[config.mk]
export PLATFORM = sky130hd
export DESIGN_NAME = imem_loader
export DESIGN_NICKNAME = d
export VERILOG_FILES = /design/src/rtl/imem_loader_pkg.sv /design/src/rtl/imem_byte_packer.sv /design/src/rtl/imem_loader.sv
export SDC_FILE = /design/constraint.sdc
export NUM_CORES = 1
export LEC_CHECK = 0
export CAP_MARGIN = 20
export CORE_MARGIN = 10
export CORE_UTILIZATION = 30
export CTS_CLUSTER_DIAMETER = 100
export DETAILED_ROUTE_END_ITERATION = 10
export SETUP_SLACK_MARGIN = 0.2
export SLEW_MARGIN = 20
export SYNTH_ARGS = -nofsm -noshare
export SYNTH_HDL_FRONTEND = slang
export SYNTH_SLANG_ARGS = --single-unit
export TNS_END_PERCENT = 30
[constraint.sdc]
create_clock -name clk -period 4.3 [get_ports clk]
set_input_delay 0.86 -clock clk [delete_from_list [all_inputs] [get_ports clk]]
set_output_delay 0.86 -clock clk [all_outputs]
set_load 0.02 [all_outputs]
[src/rtl/imem_loader_pkg.sv]
// Shared definitions for the instruction-memory loader: FSM state encodings and field size.
package imem_loader_pkg;

   localparam int LDR_HDR_BYTES = 4;

   typedef enum logic [2:0] {
      LDR_IDLE,
      LDR_LEN,
      LDR_DATA,
      LDR_WRITE,
      LDR_CSUM,
      LDR_DONE,
      LDR_ERR
   } ldr_state_t;

endpackage

[src/rtl/imem_byte_packer.sv]
// Little-endian byte-to-word assembler shared by the length, data and checksum fields.
// The completed word is presented combinationally alongside the pulse on the accepting cycle.
module imem_byte_packer
   import imem_loader_pkg::*;
(
   input  logic        clk,
   input  logic        rst_n,
   input  logic        clear,
   input  logic        shift,
   input  logic [7:0]  byte_data,
   output logic [31:0] word,
   output logic        word_valid
);

   logic [23:0] shreg;
   logic [1:0]  count;

   // Bytes enter from the top so byte k ends up in bits [8k+7:8k] of the finished word.
   always_ff @(posedge clk or negedge rst_n) begin
      if (!rst_n) begin
         shreg <= '0;
         count <= '0;
      end else if (clear) begin
         shreg <= '0;
         count <= '0;
      end else if (shift) begin
         shreg <= {byte_data, shreg[23:8]};
         count <= count + 2'd1;
      end
   end

   assign word       = {byte_data, shreg};
   assign word_valid = shift && (count == 2'(LDR_HDR_BYTES - 1));

endmodule

[src/rtl/imem_loader.sv]
// Writer side of the instruction memory: turns a byte-stream program image into IMEM word writes.
// Define IMEM_LOADER_CHECKSUM_EN to require a trailing XOR checksum word after the data.
module imem_loader
   import imem_loader_pkg::*;
#(
   parameter int          ADDR_W    = 16,
   parameter logic [31:0] BASE_ADDR = 32'h0000_0000
) (
   input  logic        clk,
   input  logic        rst_n,
   input  logic        start,
   input  logic        byte_valid,
   input  logic [7:0]  byte_data,
   output logic        byte_ready,
   output logic        mem_we,
   output logic [31:0] mem_addr,
   output logic [31:0] mem_wdata,
   output logic        busy,
   output logic        done,
   output logic        err,
   output logic        cpu_hold
);

   localparam logic [32:0] CAPACITY = 33'd1 << ADDR_W;
`ifdef IMEM_LOADER_CHECKSUM_EN
   localparam ldr_state_t AFTER_DATA = LDR_CSUM;
`else
   localparam ldr_state_t AFTER_DATA = LDR_DONE;
`endif

   ldr_state_t      state;
   ldr_state_t      next_state;
   logic [31:0]     n_words;
   logic [ADDR_W:0] idx;
   logic            done_flag;
   logic            err_flag;
   logic            accept;
   logic            field_valid;
   logic [31:0]     field_word;
   logic            last_word;
`ifdef IMEM_LOADER_CHECKSUM_EN
   logic [31:0]     csum;
`endif

   assign accept    = byte_valid & byte_ready;
   assign last_word = (33'(idx) == ({1'b0, n_words} - 33'd1));

   imem_byte_packer u_packer (
      .clk        (clk),
      .rst_n      (rst_n),
      .clear      (state == LDR_IDLE),
      .shift      (accept),
      .byte_data  (byte_data),
      .word       (field_word),
      .word_valid (field_valid)
   );

   always_ff @(posedge clk or negedge rst_n) begin
      if (!rst_n) begin
         state <= LDR_IDLE;
      end else begin
         state <= next_state;
      end
   end

   always_comb begin
      next_state = state;
      byte_ready = 1'b0;
      mem_we     = 1'b0;
      busy       = 1'b1;
      case (state)
         LDR_IDLE: begin
            busy = 1'b0;
            if (start) begin
               next_state = LDR_LEN;
            end
         end
         LDR_LEN: begin
            byte_ready = 1'b1;
            if (field_valid) begin
               if (field_word == 32'd0) begin
                  next_state = AFTER_DATA;
               end else if ({1'b0, field_word} > CAPACITY) begin
                  next_state = LDR_ERR;
               end else begin
                  next_state = LDR_DATA;
               end
            end
         end
         LDR_DATA: begin
            byte_ready = 1'b1;
            if (field_valid) begin
               next_state = LDR_WRITE;
            end
         end
         LDR_WRITE: begin
            mem_we     = 1'b1;
            next_state = last_word ? AFTER_DATA : LDR_DATA;
         end
`ifdef IMEM_LOADER_CHECKSUM_EN
         LDR_CSUM: begin
            byte_ready = 1'b1;
            if (field_valid) begin
               next_state = (field_word == csum) ? LDR_DONE : LDR_ERR;
            end
         end
`endif
         LDR_DONE, LDR_ERR: begin
            busy       = 1'b0;
            next_state = LDR_IDLE;
         end
         default: begin
            busy       = 1'b0;
            next_state = LDR_IDLE;
         end
      endcase
   end

   // Status flags are raised on entry to DONE/ERR so they are visible while busy drops.
   always_ff @(posedge clk or negedge rst_n) begin
      if (!rst_n) begin
         n_words   <= '0;
         idx       <= '0;
         done_flag <= 1'b0;
         err_flag  <= 1'b0;
         mem_addr  <= '0;
         mem_wdata <= '0;
      end else begin
         if (state == LDR_IDLE && start) begin
            idx       <= '0;
            done_flag <= 1'b0;
            err_flag  <= 1'b0;
         end
         if (state == LDR_LEN && field_valid) begin
            n_words <= field_word;
         end
         if (state == LDR_DATA && field_valid) begin
            mem_wdata <= field_word;
            mem_addr  <= BASE_ADDR + (32'(idx) << 2);
         end
         if (state == LDR_WRITE) begin
            idx <= idx + (ADDR_W + 1)'(1);
         end
         if (state != LDR_DONE && next_state == LDR_DONE) begin
            done_flag <= 1'b1;
         end
         if (state != LDR_ERR && next_state == LDR_ERR) begin
            err_flag <= 1'b1;
         end
      end
   end

`ifdef IMEM_LOADER_CHECKSUM_EN
   always_ff @(posedge clk or negedge rst_n) begin
      if (!rst_n) begin
         csum <= '0;
      end else if (state == LDR_IDLE && start) begin
         csum <= '0;
      end else if (state == LDR_WRITE) begin
         csum <= csum ^ mem_wdata;
      end
   end
`endif

   assign done     = done_flag;
   assign err      = err_flag;
   assign cpu_hold = busy;

endmodule

* Word level (Yosys, flattened, before mapping)
Index checks and enable logic that the tools add are counted.
** Operators by class
- $add $sub $neg :: 3
- Order comparisons :: 1
- Equality and inequality tests :: 9
- Muxes and demuxes :: 19
- Bitwise operators :: 1
- Reductions and logical operators :: 14
** Operators by type and width (number)
- 2-to-1 mux 24 bit :: 2
- 2-to-1 mux 17 bit :: 2
- == test 17 x 33 -> 1 bit :: 1
- subtractor 32 x 1 -> 33 bit (second input constant) :: 1
- greater-than comparator 32 x 17 -> 1 bit (second input constant) :: 1
- zero test 32 bit :: 1
- 2-to-1 mux 3 bit :: 6
- adder 17 x 1 -> 17 bit (second input constant) :: 1
- one-hot mux 3 bit (4 select lines) :: 1
- nonzero test 2 bit :: 4
- == test 3 x 2 -> 1 bit (second input constant) :: 2
- == test 3 bit (second input constant) :: 2
- logical AND 1 bit :: 6
- 2-to-1 mux 1 bit :: 6
- inequality test 3 bit (second input constant) :: 2
- 2-to-1 mux 2 bit :: 2
- == test 3 x 1 -> 1 bit (second input constant) :: 1
- zero test 3 bit :: 1
- OR reduction 3 bit :: 1
- adder 2 x 1 -> 2 bit (second input constant) :: 1
- == test 2 bit (second input constant) :: 1
- OR reduction 2 bit :: 1
- AND 1 bit :: 1
** Storage, ports and cells
- Register bits after elaboration :: 129
- Input bits :: 12
- Output and inout port bits :: 70
- Word-level logic and storage cells :: 56

* Longest topological paths before layout
Gate-level depths: netlist (run 1).
- Depth after elaboration :: 10
- Gate-level depth with buffers :: 10
- Mapped depth without buffers :: 9

* Hierarchy
From an unflattened synthesis (run 1), not the netlist that was laid out.
** Unflattened totals
- Cells, all modules :: 534
- Area total of the unflattened synthesis :: 6256.0 um^2
** By module, submodules not included
- imem_loader :: instances 1, cells an instance 440, area an instance 5102.4 um^2, seq. area each 2577.5 um^2
- imem_byte_packer :: instances 1, cells an instance 94, area an instance 1153.6 um^2, seq. area each 650.6 um^2

* Least setup slack after synthesis (run 1)
No wires, ideal clock.
- Path type :: flip-flop to flip-flop
- Start :: register n_words[0]
- End :: register state[1]
- Setup time :: 0.119 ns
- Data arrival time :: 2.397 ns
- Data required time :: 4.181 ns
- Slack :: 1.784 ns
- Stages on the path, launching flop included :: 11
- Buffers on the path :: 1
- Clock period less this slack :: 2.516 ns
- Path through :: dfrtp_1 buf_2 inv_1 ha_1 nor4b_4 nand4b_1 o2bb2ai_1 or4_1 nor4b_2 a41oi_1 o21ba_1
** On the way
- Longest elaborated chain between the ends :: 4
** RTL lines
- start: declaration :: line imem_loader.sv:33 : logic [31:0] n_words;
- start signal: assignment :: line imem_loader.sv:135 : n_words <= field_word;
- subtractor 32 x 1 -> 33 bit :: line imem_loader.sv:46 : assign last_word = (33'(idx) == ({1'b0, n_words} - 33'd1));
- == test 17 x 33 -> 1 bit :: line imem_loader.sv:46
- 2-to-1 mux 3 bit :: line imem_loader.sv:98 : next_state = last_word ? AFTER_DATA : LDR_DATA;
- one-hot mux 3 bit (4 select lines) :: line imem_loader.sv:71 : case (state)
- net next_state[1] :: line imem_loader.sv:32 : ldr_state_t next_state;
- end signal: assignment :: line imem_loader.sv:62 : state <= next_state;
- end: declaration :: line imem_loader.sv:31 : ldr_state_t state;
The timed path passes the listed nets, and every way through them passes these cells.
A chain may end at the register's enable or synchronous reset.

* Worst setup path after layout (run 1)
- Start :: register state[2]
- End :: output port mem_we
** On the way
- Longest elaborated chain between the ends :: 2
** RTL lines
- == test 3 x 2 -> 1 bit :: line imem_loader.sv:71
- 2-to-1 mux 1 bit :: line imem_loader.sv:71
- end: declaration :: line imem_loader.sv:15 : output logic mem_we,
No other way between the ends.

==> run summary, run 1 <==
flops & latches, synth: 129
area delta synth->final: 23.86%
global route total overflow: 0
hpwl dp: 10.93 mm
TritonRoute pass-1 iters: 5
number of DRC markers in iteration 0: 251
post-CTS setup buffer count: 0
P_leak: 3.445 nW
library cells used by synthesis: 54
startpoint types: flop
CP Max Fanout: 11
die area: 26440 um2
Critical Path Max Stage Delay: 0.65 ns
vias in the first global route: 4540
GP Congestion: 0.8456
gr usage total: 11.77%
VDD IR max: 0.2682 mV
most common cell in the netlist: dfrtp_1
vias: 4317
root buf cell: clkbuf_16
Total Power: 0.004626 W
fin nets: 612
initial antenna violation count: 0
asr flop ratio synth: 100.0%
Slew HR: 38.21%
FP Rows: 52
Fmax: 0.3140 GHz
largest net degree at the start of global routing: 71
post-cts resize count: 0
Via density: 4.928
Worst-Skew Late Latency: 0.42 ns
Post-synth EDFFs: 0
TritonCTS Buffers: 17
ANT cells: 0
top cells by count, synth: dfrtp_1 (129), mux2_2 (76), nor2_1 (42)
TritonCTS clock tree: built
RSZ-0062 raised after global routing: false
Layout fillers: 1931
Clock transition at path regs: 0.05 ns
register area share after synthesis: 52.92%
Final Hold Vio Count: 0
Yosys top cell by area: dfrtp_1
ranking of synthesized cells by area: dfrtp_1 (53%), mux2_2 (14%), mux2i_1 (4.1%)
Boundary Pins: 82
# Max-Cap Violations: 0
Avg Cell Area, Syn: 11.47 um2
clk buf depth: 2
R2R Setup Slk: 1.46 ns
Num Clock Sinks: 129
Worst Path Class, Setup: reg2out
Pins Over Slew Limit: 0
Top delay family on crit path: buffers and inverters
worst-path cell chain: nand3b_1 > clkinv_1 > clkdlybuf4s50_1
Arr. time, crit path: 2.33 ns
Worst Hold Class: reg2reg
fin crit share: 74.07%
cts hold-fix bufs: 0
CP Capture Type: output pin
slowest cell on the critical path: clkdlybuf4s50_1
Post-DRT Antenna Nets: 0
global-route wire length before repair: 24.82 mm
crit path setup slack, layout: 1.115 ns
Mapped Area: 6100 um2
H-Tree Level Count: 4
PD cells: 612.3 nW/um2
PortBufs: 66
final-report setup violation count: 0
post-synth top area share: 52.92%
Clock Skews: 0.009448 ns
Initial Utilization: 30.34%
ratio of cells with drive above 1 in the final layout: 19.31%
final instance area: 7555 um2
min Tclk post-route: 3.185 ns
Multi-input gate area: 2684 um2
DRC errors left: 0
die width: 162.6 um
Ys Warns: 0
top_reg_cell synth: dfrtp_1
Die Ht: 162.6 um
Slew @ Worst Pin: 0.9268 ns
CP required: 3.44 ns
gate count of the mapped netlist: 532
routed wire length per instance: 17.26 um
status: completed
Post-DP Area: 6995 um2
worst slack at placement: 1.421 ns
setup_tns: 0 ns
crit path buf inv count: 2
Reg area: 3228 um2
final wirelength: 15.12 mm
core area: 20100 um2
==> worst register-to-register path, cell delays in order, from the launching register on <==
cell,delay (ns)
dfrtp_1,0.48
inv_1,0.14
ha_1,0.29
nor4b_4,0.31
nand4b_1,0.14
o2bb2ai_1,0.16
or4_1,0.55
nor4b_2,0.30
nand4_1,0.23
o211ai_1,0.15
==> worst paths after layout <==
check / depth (start not counted) / start / endpoint
min in group asynchronous: 1 / rst_n / mem_addr[4]$_DFFE_PN0P_
max reg2reg: 9 / n_words[0]$_DFFE_PN0P_ / done$_DFFE_PN0P_
min reg2reg: 1 / mem_addr[17]$_DFFE_PN0P_ / mem_addr[17]$_DFFE_PN0P_
min: 1 / mem_addr[17]$_DFFE_PN0P_ / mem_addr[17]$_DFFE_PN0P_
max in group asynchronous: 2 / rst_n / idx[3]$_DFFE_PN0P_
max: 3 / state[2]$_DFF_PN0_ / mem_we
==> sequential cells by signal, summed over array words and instances, names as in the netlist <==
signal          count
u_packer.count      2
n_words            32
mem_wdata          32
done                1
mem_addr           17
state               3
u_packer.shreg     24
idx                17
err                 1
==> power breakdown <==
| part | internal, W | switching (W) |
|---|---|---|
| Combinational | 0.000626 | 0.000773 |
| Sequential | 0.00148 | 0.000380 |
| Clock | 0.000884 | 0.000487 |
==> metal layers <==
metal  up-vias  wire length, um  GRT usage, %
met2       113             7569         19.54
met5         -                0             0
met4         0              249         4.467
li1       2026                -             -
met1      2156             6445         13.86
met3        22              855         3.893
==> layout by cell type, fill, tap and decap left out, drive strengths merged, types with 5 or more instances in the layout <==
cell type,synthesis,routed
o211ai,5,5
xnor2,13,13
nor3,12,12
conb,1,15
mux2i,25,25
buf,22,6
nor2,42,42
and3,7,7
mux2,76,76
nand4,9,9
a21oi,5,5
dfrtp,129,129
xor2,7,7
or4,5,5
o21ai,29,29
clkbuf,17,23
clkdlybuf4s50,0,65
nand3,15,15
nor4,18,18
or3,5,5
nand2,36,36
inv,9,9
o31ai,5,5
==> stage by stage <==
step | hold slack [ns] | instances | util [%]
after floorplan | 0.4716 | 546 | -
after global placement | 0.4873 | 848 | 34.80
after detailed placement | 0.4933 | 848 | 34.80
after CTS | 0.5044 | 876 | 37.58
after global routing | 0.5091 | 876 | 37.58
final | 0.5016 | 876 | 37.58
==> kinds of logic after synthesis <==
family / count (synthesis) / share of synthesized area (%)
XOR/XNOR: 20 / 2.872
other: 1 / 0.06148
adder cells (fa/ha/maj): 3 / 0.6155
flip-flops: 129 / 52.92
AND/OR/NAND/NOR: 164 / 14.26
multiplexers: 101 / 18.13
AO/OA/AOI/OAI: 65 / 6.934
buffers and inverters: 49 / 4.205
==> area by class of cell <==
| class | instances | area share [%] |
|---|---|---|
| multi-input cells | 368 | 35.52 |
| clock inverters | 5 | 1.077 |
| clock buffers | 23 | 6.327 |
| repair buffers | 71 | 9.374 |
| well taps | 270 | 4.472 |
| flip-flops and latches | 129 | 42.73 |
| inverters | 10 | 0.4969 |
Power figures use the tool's default switching activity.
==> inputs of run 2 (changes only) <==
clock period = 3.2 ns   (was 4.3 ns; I/O delays follow)
==> run 2 against run 1 <==
  * Combinational power rose by 39%
  * Sequential power up 34%
  * Core utilization up 0.69 points
  * Worst hold slack got worse by 0.28 ns
  * Via count rose by 1.1%
  * Die area did not move
  * Cell area up 1.8%
  * Clock power grew 50%
  * Global-route usage increased by 0.23 points
  * Critical path depth up 1
  * Sequential share of layout area shrank 0.77 points
  * Largest power group unchanged
==> run summary, run 2 (synthesized netlist as in run 1, its figures left out) <==
Slew HR: 56.27%
Layout fillers: 1944
cts hold-fix bufs: 0
FP Rows: 52
TritonCTS clock tree: built
commonest non-fill, non-tap cell in the layout: dfrtp_1
die area: 26440 um2
H-Tree Level Count: 4
met2 Usage GRT: 19.91%
final wirelength: 15.27 mm
Num Clock Sinks: 129
# Max-Cap Violations: 0
TritonCTS Buffers: 17
initial antenna violation count: 0
ratio of cells with drive above 1 in the final layout: 21.17%
Clock Skews: 0.009080 ns
met1 Use GR: 14.04%
Final Non-Filler Cells: 884
Comb pwr share: 30.0%
number of DRC markers in iteration 0: 317
Pint: 0.004178 W
die width: 162.6 um
Fmax: 0.3540 GHz
Layout Utilization: 38.27%
vias in the first global route: 4745
worst-path cell chain: inv_1 > nand2_1 > a21oi_1 > clkdlybuf4s50_1
largest net degree at the start of global routing: 65
Slew @ Worst Pin: 0.6499 ns
final-report setup violation count: 0
grt met3 use: 3.337%
min Tclk post-route: 2.825 ns
Boundary Pins: 82
Final Hold Vio Count: 0
hpwl dp: 11.18 mm
CP Max Fanout: 5
fin crit share: 88.28%
core area: 20100 um2
status: completed
Critical Path Max Stage Delay: 0.72 ns
Placed Cells: 851
routed wire length per instance: 17.28 um
Die Ht: 162.6 um
Post-DRT Antenna Nets: 0
global route total overflow: 0
CP Capture Type: output pin
TritonRoute pass-1 iters: 4
global-route wire length before repair: 25.36 mm
Worst Path Class, Setup: reg2out
root buf cell: clkbuf_16
busiest grt layer: met2
biggest regs: mem_wdata x32, n_words x32, u_packer.shreg x24
Worst-Skew Late Latency: 0.42 ns
Via density: 4.938
Worst Hold Class: in2async
Reg area: 3228 um2
switching share of power: 35.69%
Multi-input gate area: 2695 um2
PortBufs: 66
most frequent cells in the layout: dfrtp_1 (129), mux2_2 (76), clkdlybuf4s50_1 (65)
Arr. time, crit path: 2.19 ns
Pins Over Slew Limit: 0
CP required: 2.56 ns
gr usage total: 12.00%
DRC errors left: 0
sequential power share: 38.5%
Initial Utilization: 30.34%
startpoint types: flop
ANT cells: 0
P_leak: 3.509 nW
setup_tns: 0 ns
GP Congestion: 0.8545
clk buf depth: 2
RSZ-0062 raised after global routing: false
area delta synth->final: 26.13%
PD cells: 844.5 nW/um2
Clk pwr share: 31.5%
fin nets: 617
Sw Pwr: 0.002319 W
Clock transition at path regs: 0.06 ns
vias: 4365
slowest cell on the critical path: clkdlybuf4s50_1
VDD IR max: 0.3988 mV
Total Power: 0.006497 W
[run 2: worst paths after layout]
check,from,endpoint,slack (ns),cells past startpoint
max,state[1]$_DFF_PN0_,byte_ready,0.37,4
min,rst_n,mem_addr[4]$_DFFE_PN0P_,0.22,1
max reg2reg,n_words[0]$_DFFE_PN0P_,state[1]$_DFF_PN0_,0.42,9
min reg2reg,n_words[24]$_DFFE_PN0P_,n_words[24]$_DFFE_PN0P_,0.50,1
max in group asynchronous,rst_n,u_packer.shreg[8]$_DFFE_PN0P_,2.21,2
min in group clk,n_words[24]$_DFFE_PN0P_,n_words[24]$_DFFE_PN0P_,0.50,1
[run 2: area by class of cell]
type	instances	share of cell area (%)
Clock buffer	18	5.708
Clock inverter	13	2.407
Inverter	10	0.4879
Tap cell	270	4.391
Multi-Input combinational cell	368	35.03
Timing Repair Buffer	76	10.02
Sequential cell	129	41.96
[run 2: repair_timing]
item                                    CTS  global route
endpoints found under the setup margin    0             4
gates resized for setup                   0             2
buffers inserted                          0             2
[run 2: routing by layer]
layer  part of all wire (%)  up-vias
met3                    5.4       25
met5                      0        -
met4                    2.3        0
met1                     44     2188
met2                     49      119
li1                       -     2033
[run 2: stage by stage]
stage	instance area, um2	setup slack (ns)	hold WS (ns)
2_1_floorplan	6152	0.6837	0.3444
3_3_place_gp	7043	0.4892	0.4920
3_5_place_dp	7043	0.3578	0.4941
4_1_cts	7667	0.3358	0.2368
5_1_grt	7694	0.2446	0.2695
6_report	7694	0.3750	0.2240
[run 2: critical path: cells and delay by family, from the launching register on]
family	cells	cell delay, ns
buffers and inverters	2	0.86
flip-flops	1	0.43
AO/OA/AOI/OAI	1	0.36
AND/OR/NAND/NOR	1	0.13
[run 2: power groups by stage]
| stage | clock [W] | sequential (W) | combinational (W) |
|---|---|---|---|
| 2_1_floorplan | 0 | 0.00231 | 0.00143 |
| 3_3_place_gp | 0 | 0.00252 | 0.00188 |
| 3_5_place_dp | 0 | 0.00254 | 0.00192 |
| 4_1_cts | 0.00209 | 0.00251 | 0.00193 |
| 5_1_grt | 0.00216 | 0.00257 | 0.00216 |
| 6_report | 0.00205 | 0.00250 | 0.00195 |
==> inputs of run 3 (changes only) <==
CELL_PAD_IN_SITES_DETAIL_PLACEMENT = 1   (was not set)
CELL_PAD_IN_SITES_GLOBAL_PLACEMENT = 2   (was not set)
CORE_UTILIZATION = 36   (was 30)
PLACE_DENSITY_LB_ADDON = 0.1   (was not set)
==> run 3 against run 2 <==
  * Critical path depth unchanged
  * Count of clock-buffer cells in the layout up 2
  * Final cell count down 5.7%
  * Global-route usage up 3.0 points
  * Clock power down 9.8%
  * Die area down 15%
  * Non-clock buffer count down 1
  * Clock skew down 0.0043 ns
  * Maximum frequency down 1.4%
==> run summary, run 3 (synthesized netlist as in run 1, its figures left out) <==
Worst Path Class, Setup: reg2out
PD cells: 831.3 nW/um2
Comb pwr share: 30.1%
number of DRC markers in iteration 0: 152
Worst-Skew Late Latency: 0.41 ns
switching share of power: 37.01%
Worst Hold Class: in2async
gr usage total: 15.02%
fin nets: 616
Critical Path Sink: byte_ready
hpwl dp: 11.93 mm
Boundary Pins: 82
Sw Pwr: 0.002317 W
Critical Path Max Stage Delay: 0.70 ns
VDD IR max: 0.3737 mV
start of the worst register-to-register path: n_words[0]$_DFFE_PN0P_
Layout fillers: 1815
Final Hold Vio Count: 0
sequential power share: 40.4%
Slew HR: 50.45%
die width: 150.2 um
TritonCTS Buffers: 17
area delta synth->final: 23.49%
R2R Setup Slk: 0.42 ns
RR Endpoint: state[1]$_DFF_PN0_
Clock transition at path regs: 0.06 ns
Clk pwr share: 29.5%
reg2reg path depth: 9
cts hold-fix bufs: 0
CP Max Fanout: 5
final instance area: 7532 um2
Post-DRT Antenna Nets: 0
Worst Setup SP: state[1]$_DFF_PN0_
slowest cell on the critical path: clkdlybuf4s50_1
Via density: 5.204
Pint: 0.003945 W
H-Tree Level Count: 4
Die Ht: 150.2 um
P_leak: 3.460 nW
clk buf depth: 2
# Max-Cap Violations: 0
ANT cells: 0
CP required: 2.56 ns
core area: 16580 um2
vias: 4340
DRC errors left: 0
Post-DP Area: 6963 um2
TritonRoute pass-1 iters: 4
biggest regs: mem_wdata x32, n_words x32, u_packer.shreg x24
Pins Over Slew Limit: 0
PortBufs: 66
GP Congestion: 0.8026
startpoint types: flop
commonest non-fill, non-tap cell in the layout: dfrtp_1
Num Clock Sinks: 129
Arr. time, crit path: 2.23 ns
global-route wire length before repair: 26.45 mm
hold slack: 0.2838 ns
ratio of cells with drive above 1 in the final layout: 20.85%
global route total overflow: 0
vias in the first global route: 4713
final wirelength: 16.21 mm
Clock Skews: 0.004783 ns
Fmax: 0.3490 GHz
status: completed
final-report setup violation count: 0
worst-path cell chain: inv_1 > nand2_1 > a21oi_1 > clkdlybuf4s50_1
initial antenna violation count: 0
routed wire length per instance: 19.43 um
fin crit share: 89.55%
die area: 22550 um2
setup_tns: 0 ns
Slew @ Worst Pin: 0.7433 ns
largest net degree at the start of global routing: 57
FP Rows: 47
TritonCTS clock tree: built
CP Capture Type: output pin
min Tclk post-route: 2.866 ns
most frequent cells in the layout: dfrtp_1 (129), mux2_2 (76), clkdlybuf4s50_1 (65)
Initial Utilization: 36.78%
root buf cell: clkbuf_16
RSZ-0062 raised after global routing: false
## run 3: stage by stage
step / total power, W / utilization, % / setup slack, ns / cells
after floorplan: 0.003742 / - / 0.6837 / 546
after global placement: 0.004402 / 41.99 / 0.4448 / 802
after detailed placement: 0.004458 / 41.99 / 0.3562 / 802
after CTS: 0.006349 / 45.41 / 0.3347 / 834
after global routing: 0.006686 / 45.42 / 0.2083 / 834
final: 0.006262 / 45.42 / 0.3344 / 834
## run 3: worst max-delay path: cells and delay by family (launching register included)
kind	cells	cell delay (ns)
buf+inv	2	0.85
simple gates	1	0.14
flops	1	0.43
compound gates	1	0.40
## run 3: power groups by stage
stage	logic, W	clock network (W)	registers, W
finish	0.00188	0.00185	0.00253
global route	0.00210	0.00199	0.00261
CTS	0.00190	0.00190	0.00255
detailed placement	0.00189	0	0.00257
global placement	0.00185	0	0.00256
floorplan	0.00143	0	0.00231
## run 3: layout make-up
class / count / area [um2] / area share [%]
flip-flops and latches: 129 / 3228 / 42.86
multi-input cells: 368 / 2686 / 35.66
repair buffers: 75 / 738.2 / 9.801
clock buffers: 20 / 456.7 / 6.063
well taps: 220 / 275.3 / 3.654
clock inverters: 12 / 110.1 / 1.462
inverters: 10 / 37.54 / 0.4983
## run 3: what timing repair did
action                                  in CTS  in global routing
gates resized for setup                      0                  1
buffers inserted                             0                  0
endpoints found under the setup margin       0                  2
## run 3: metal layers
metal | GRT usage (%) | part of all wire (%) | routed length, um
met2 | 24.82 | 49 | 7863
met3 | 4.052 | 4.9 | 790
met1 | 18.55 | 45 | 7333
met5 | 0 | 0 | 0
met4 | 5.199 | 1.3 | 218
## run 3: how the worst min path moves through the flow
stage	startpoint	to	slack, ns	depth (start not counted)
after floorplan	rst_n	done$_DFFE_PN0P_	0.34	0
after global placement	mem_addr[13]$_DFFE_PN0P_	mem_addr[13]$_DFFE_PN0P_	0.49	1
after detailed placement	mem_wdata[19]$_DFFE_PN0P_	mem_wdata[19]$_DFFE_PN0P_	0.50	1
after CTS	rst_n	mem_addr[16]$_DFFE_PN0P_	0.30	1
after global routing	rst_n	mem_addr[16]$_DFFE_PN0P_	0.33	1
final	rst_n	mem_addr[16]$_DFFE_PN0P_	0.28	1
==> RTL change 1: new RTL, flow settings as in run 3 <==
Add a define of `IMEM_LOADER_CHECKSUM_EN`.
--- a/src/rtl/imem_loader.sv
+++ b/src/rtl/imem_loader.sv
@@ -2,2 +2,4 @@
 // Define IMEM_LOADER_CHECKSUM_EN to require a trailing XOR checksum word after the data.
+`define IMEM_LOADER_CHECKSUM_EN
+
 module imem_loader
Formal check against the unedited RTL: not equivalent (a bounded check fails within 10 cycles, from zero or initial values and one cycle with rst_n low).
==> RTL change 1 against run 3 <==
Setup slack gained 20 ps; first-iteration DRC count rose by 80%; sequential cell count increased by 32; die area increased by 25%; combinational power rose by 55%; register-to-register slack got worse by 30 ps; area after synthesis grew 29%; routed wire length grew 47%; total power rose by 27%; final area increased by 27%; global-route usage is 2.0 points higher; critical endpoint is now cpu_hold; largest power group is now combinational cells.
==> RTL change 1: results (changes against run 3) <==
Status
  – Outcome: finished, final reports clean (unchanged)

Critical path
  – R2R Setup Slk: 390 ps (was 420 ps)
  – Arr. time, crit path: 2210 ps (was 2230 ps)
  – CP Launch Point: state[0] (was state[1])
  – Worst Setup EP: cpu_hold (was byte_ready)
  – Worst Path Max Fanout: 10 (was 5)
  – Reg-to-Reg End: err (was state[1])

Route
  – Routed wire length on met2: 12.3 mm (was 7.86 mm)
  – Pre-antenna DRT Iters: 7 (was 4)
  – Routed wire length: 23.8 mm (was 16.2 mm)
  – Number of nets with antenna violations after detailed routing: 0 (unchanged)
  – Avg WL per Cell: 22.0 microns (was 19.4 microns)
  – Routed metal-1 wire length: 10.4 mm (was 7.33 mm)
  – Initial DRC count: 273 (was 152)
  – Vias per std cell: 5.36 (was 5.20)
  – DR WL met3: 807 microns (was 790 microns)

CTS
  – CTS resizes: 1 (was 0)
  – Skew-Pair Late Insertion Delay: 440 ps (was 410 ps)

STA
  – Clock skew: 10.4 ps (was 4.78 ps)
  – Final hold slack: 161 ps (was 284 ps)
  – Slew @ Worst Pin: 891 ps (was 743 ps)
  – FMAX: 351 MHz (was 349 MHz)

Yosys
  – Multiplexer share of the synthesized area: 12.0% (was 18.1%)
  – Mean Syn Cell Area: 11.0 sq um (was 11.5 sq um)
  – Seq/Total Area, Yosys: 51.1% (was 52.9%)
  – Post-synthesis compound-gate area fraction: 8.73% (was 6.93%)
  – Top cells by area, synth: dfrtp_1 (51%), mux2_2 (12%), xor2_1 (7.4%), nand2_1 (2.9%), a22o_1 (2.9%) (was dfrtp_1 (53%), mux2_2 (14%), mux2i_1 (4.1%), nor2_1 (2.6%), o21ai_0 (2.4%))
  – Netlist cell types: 50 (was 54)
  – Adder-Cell Fraction of Synth Area: 0.603% (was 0.615%)
  – Synth top cells by count: dfrtp_1 (161), mux2_2 (82), xor2_1 (67) (was dfrtp_1 (129), mux2_2 (76), nor2_1 (42))
  – Xor/xnor share of the synthesized area: 9.89% (was 2.87%)

Placement
  – DP Cell Count: 1,050 (was 802)
  – Pre-CTS setup slack: 87.5 ps (was 356 ps)
  – Cell area after placement: 8900 sq um (was 6960 sq um)
  – Placer Congestion: 0.856 (was 0.803)
  – HPWL after DPL: 17.1 mm (was 11.9 mm)

Global routing
  – GRT met3 Usage: 3.54% (was 4.05%)
  – Via count of the first global-routing pass: 6,305 (was 4,713)
  – First-pass GRT wire length: 37.7 mm (was 26.4 mm)
  – M2 GR Usage: 29.6% (was 24.8%)
  – Grt met1 use: 20.8% (was 18.5%)

Final layout
  – Fillers: 2,332 (was 1,815)
  – Final #Nets: 804 (was 616)
  – Share of layout cells above drive strength 1: 19.2% (was 20.8%)
  – Final Util: 44.0% (was 45.4%)
  – Biggest regs: csum: 32 flops, mem_wdata: 32 flops, n_words: 32 flops (was mem_wdata: 32 flops, n_words: 32 flops, u_packer.shreg: 24 flops)

Power and ir drop
  – Pleak: 4.56 nW (was 3.46 nW)
  – Max rail drop VDD: 405 uV (was 374 uV)
==> RTL change 1: changes by cell type in the layout (fill, tap and decap cells not counted), moves of 12 or more <==
cell | before | now
buf_4 | 9 | 23
xor2_1 | 7 | 67
nand2_1 | 36 | 60
a21oi_1 | 5 | 17
mux2i_1 | 25 | 2
dfrtp_1 | 129 | 160
a22o_1 | 1 | 26
==> RTL change 1: power breakdown <==
part	switching, mW	internal (mW)
Clock	0.930	1.20
Combinational	1.68	1.24
Sequential	0.581	2.33
Total	3.19	4.77
==> RTL change 1: final cells by class <==
cell class                 instances  area share (%)
timing repair buffer              91            9.17
inverter                           9           0.394
multi-input combinational        509            38.1
tap                              280            3.67
sequential                       161            42.3
clock inverter                    14            1.77
clock buffer                      18            4.61
==> RTL change 1: critical path: stages, from the launching register on <==
cell	delay, ps
dfrtp_1	480
clkinvlp_4	250
nand3_1	150
o21a_1	150
nand2b_1	130
clkdlybuf4s50_1	620
==> RTL change 2: new RTL, settings of run 3 <==
Made on the original files. Encoding of `ldr_state_t`: now one-hot (7 bits for 7 states).
--- a/src/rtl/imem_loader_pkg.sv
+++ b/src/rtl/imem_loader_pkg.sv
@@ -5,10 +5,10 @@
 
-   typedef enum logic [2:0] {
-      LDR_IDLE,
-      LDR_LEN,
-      LDR_DATA,
-      LDR_WRITE,
-      LDR_CSUM,
-      LDR_DONE,
-      LDR_ERR
+   typedef enum logic [6:0] {
+      LDR_IDLE  = 7'b0000001,
+      LDR_LEN   = 7'b0000010,
+      LDR_DATA  = 7'b0000100,
+      LDR_WRITE = 7'b0001000,
+      LDR_CSUM  = 7'b0010000,
+      LDR_DONE  = 7'b0100000,
+      LDR_ERR   = 7'b1000000
    } ldr_state_t;
Behaviour: same outputs for any inputs over 10 cycles, from zero or initial values and one cycle with rst_n low; not proved beyond that.
==> RTL change 2 against run 3 <==
Worst hold slack got worse by 120 ps; area after synthesis up 1.9%; sequential cell count increased by 4; final area up 3.3%; routed wire length grew 3.8%; maximum frequency shrank 3.7%; cell count up 3.1%; via count is 5.3% higher; setup slack lost 110 ps.
Power is not compared: it rests on default switching activity, and its combinational part moved more than twofold at a synthesized area within 25%.
==> RTL change 2: results (changes against run 3) <==
Yosys
  – Adder-Cell Fraction of Synth Area: 0.604% (was 0.615%)
  – Post-synthesis compound-gate area fraction: 7.35% (was 6.93%)
  – Multiplexer share of the synthesized area: 15.3% (was 18.1%)
  – Netlist cell types: 60 (was 54)
  – Xor/xnor share of the synthesized area: 3.66% (was 2.87%)
  – Post-synth ARST share: 100% (unchanged)
  – Top cells by area, synth: dfrtp_1 (53%), mux2_2 (14%), nand2_1 (4.2%), o21ai_0 (3.6%), xnor2_1 (2.3%) (was dfrtp_1 (53%), mux2_2 (14%), mux2i_1 (4.1%), nor2_1 (2.6%), o21ai_0 (2.4%))
  – Seq/Total Area, Yosys: 53.6% (was 52.9%)
  – Synth top cells by count: dfrtp_1 (132), mux2_2 (80), nand2_1 (70) (was dfrtp_1 (129), mux2_2 (76), nor2_1 (42))

STA
  – Clock skew: 5.67 ps (was 4.78 ps)
  – Max transition margin: 52.9% (was 50.4%)

Placement
  – Cell area after placement: 7080 sq um (was 6960 sq um)
  – HPWL after DPL: 12.1 mm (was 11.9 mm)
  – Placer Congestion: 0.885 (was 0.803)
  – PortBufs: 66 (unchanged)

CTS
  – Clock Path Buffers: 2 (unchanged)
  – Root Buffer: clkbuf_16 (unchanged)
  – Skew-Pair Late Insertion Delay: about 420 ps
  – Reg clk slew, reported paths: 60 ps (about the same)

Critical path
  – Arr. time, crit path: 2340 ps (was 2230 ps)
  – Reg2reg start: n_words[0] (unchanged)
  – Depth of the most critical reg-to-reg path: 7 (was 9)
  – CP Launch Point: state[2] (was state[1])
  – R2R Setup Slk: 230 ps (was 420 ps)
  – Reg-to-Reg End: state[2] (was state[1])
  – Worst Setup EP: busy (was byte_ready)
  – Worst Path Max Fanout: 9 (was 5)

Power and ir drop
  – Comb pwr: around 0.12 mW
  – Psw: 0.799 mW
  – Max rail drop VDD: about 380 uV
  – Power per Cell Area: ~500 nW/um^2
  – Clock share of power: approximately 53%

Global routing
  – Via count of the first global-routing pass: 4,818 (was 4,713)
  – M2 GR Usage: 24.6% (was 24.8%)
  – Gr usage total: 15.3% (was 15.0%)
  – Antenna violations before repair: 0 (unchanged)
  – Largest net degree at the start of global routing: 55 (was 57)
  – Grt met1 use: 19.4% (was 18.5%)
  – GRT met3 Usage: 4.15% (was 4.05%)
  – First-pass GRT wire length: 27.3 mm (was 26.4 mm)

Min path
  – HP Class: input port to asynchronous set/reset pin (unchanged)

Status
  – Outcome: finished, final reports clean (unchanged)

Route
  – Avg WL per Cell: 19.6 microns (was 19.4 microns)
  – Initial DRC count: 184 (was 152)
  – Vias per std cell: 5.31 (was 5.20)

Final layout
  – Fillers: 1,822 (was 1,815)
  – Share of layout cells above drive strength 1: 23.0% (was 20.8%)
  – Final #Nets: 644 (was 616)
## RTL change 2: changes by cell type after synthesis, moves of 5 or more
cell / before / now
mux2i_1: 25 / 5
clkbuf_1: 17 / 26
o21ai_0: 29 / 45
nor2_1: 42 / 17
inv_1: 9 / 4
nand2_1: 36 / 70
o31ai_1: 5 / 0
nand3_1: 15 / 21
## RTL change 2: what timing repair did
| item | 4_1_cts | 5_1_grt |
|---|---|---|
| setup buffers | 2 | 2 |
| gates resized for setup | 3 | 5 |
| hold buffers | 0 | 0 |
| pin swaps | 1 | 0 |
| endpoints found under the setup margin | 4 | 5 |
## RTL change 2: cell type report
class                           instances  area [sq um]  area share [%]
Tap cell                              220           275            3.54
Clock inverter                          7           119            1.53
Clock buffer                           23           508            6.53
Timing Repair Buffer                   82           797            10.2
Inverter                                5          18.8           0.241
Multi-Input combinational cell        390          2740            35.1
Sequential cell                       133          3330            42.8
## RTL change 2: routing by layer
layer / up-vias / part of all wire [%]
li1: 2107 / -
met1: 2339 / 45
met2: 98 / 48
met3: 25 / 5.1
met4: 0 / 1.9
met5: - / 0
## RTL change 2: per-stage QoR
| stage | setup slack (ps) | hold WS [ps] | std cells |
|---|---|---|---|
| 2_1_floorplan | 327 | 344 | 572 |
| 3_3_place_gp | 135 | 462 | 826 |
| 3_5_place_dp | 21.7 | 463 | 826 |
| 4_1_cts | 166 | 166 | 858 |
| 5_1_grt | 94.9 | 187 | 860 |
| 6_report | 224 | 159 | 860 |
## RTL change 2: critical path, cell delays in order (launching register included)
cell	delay [ps]
dfrtp_1	480
nor2_1	240
nand4b_1	190
inv_2	210
or2_2	180
clkdlybuf4s50_1	620
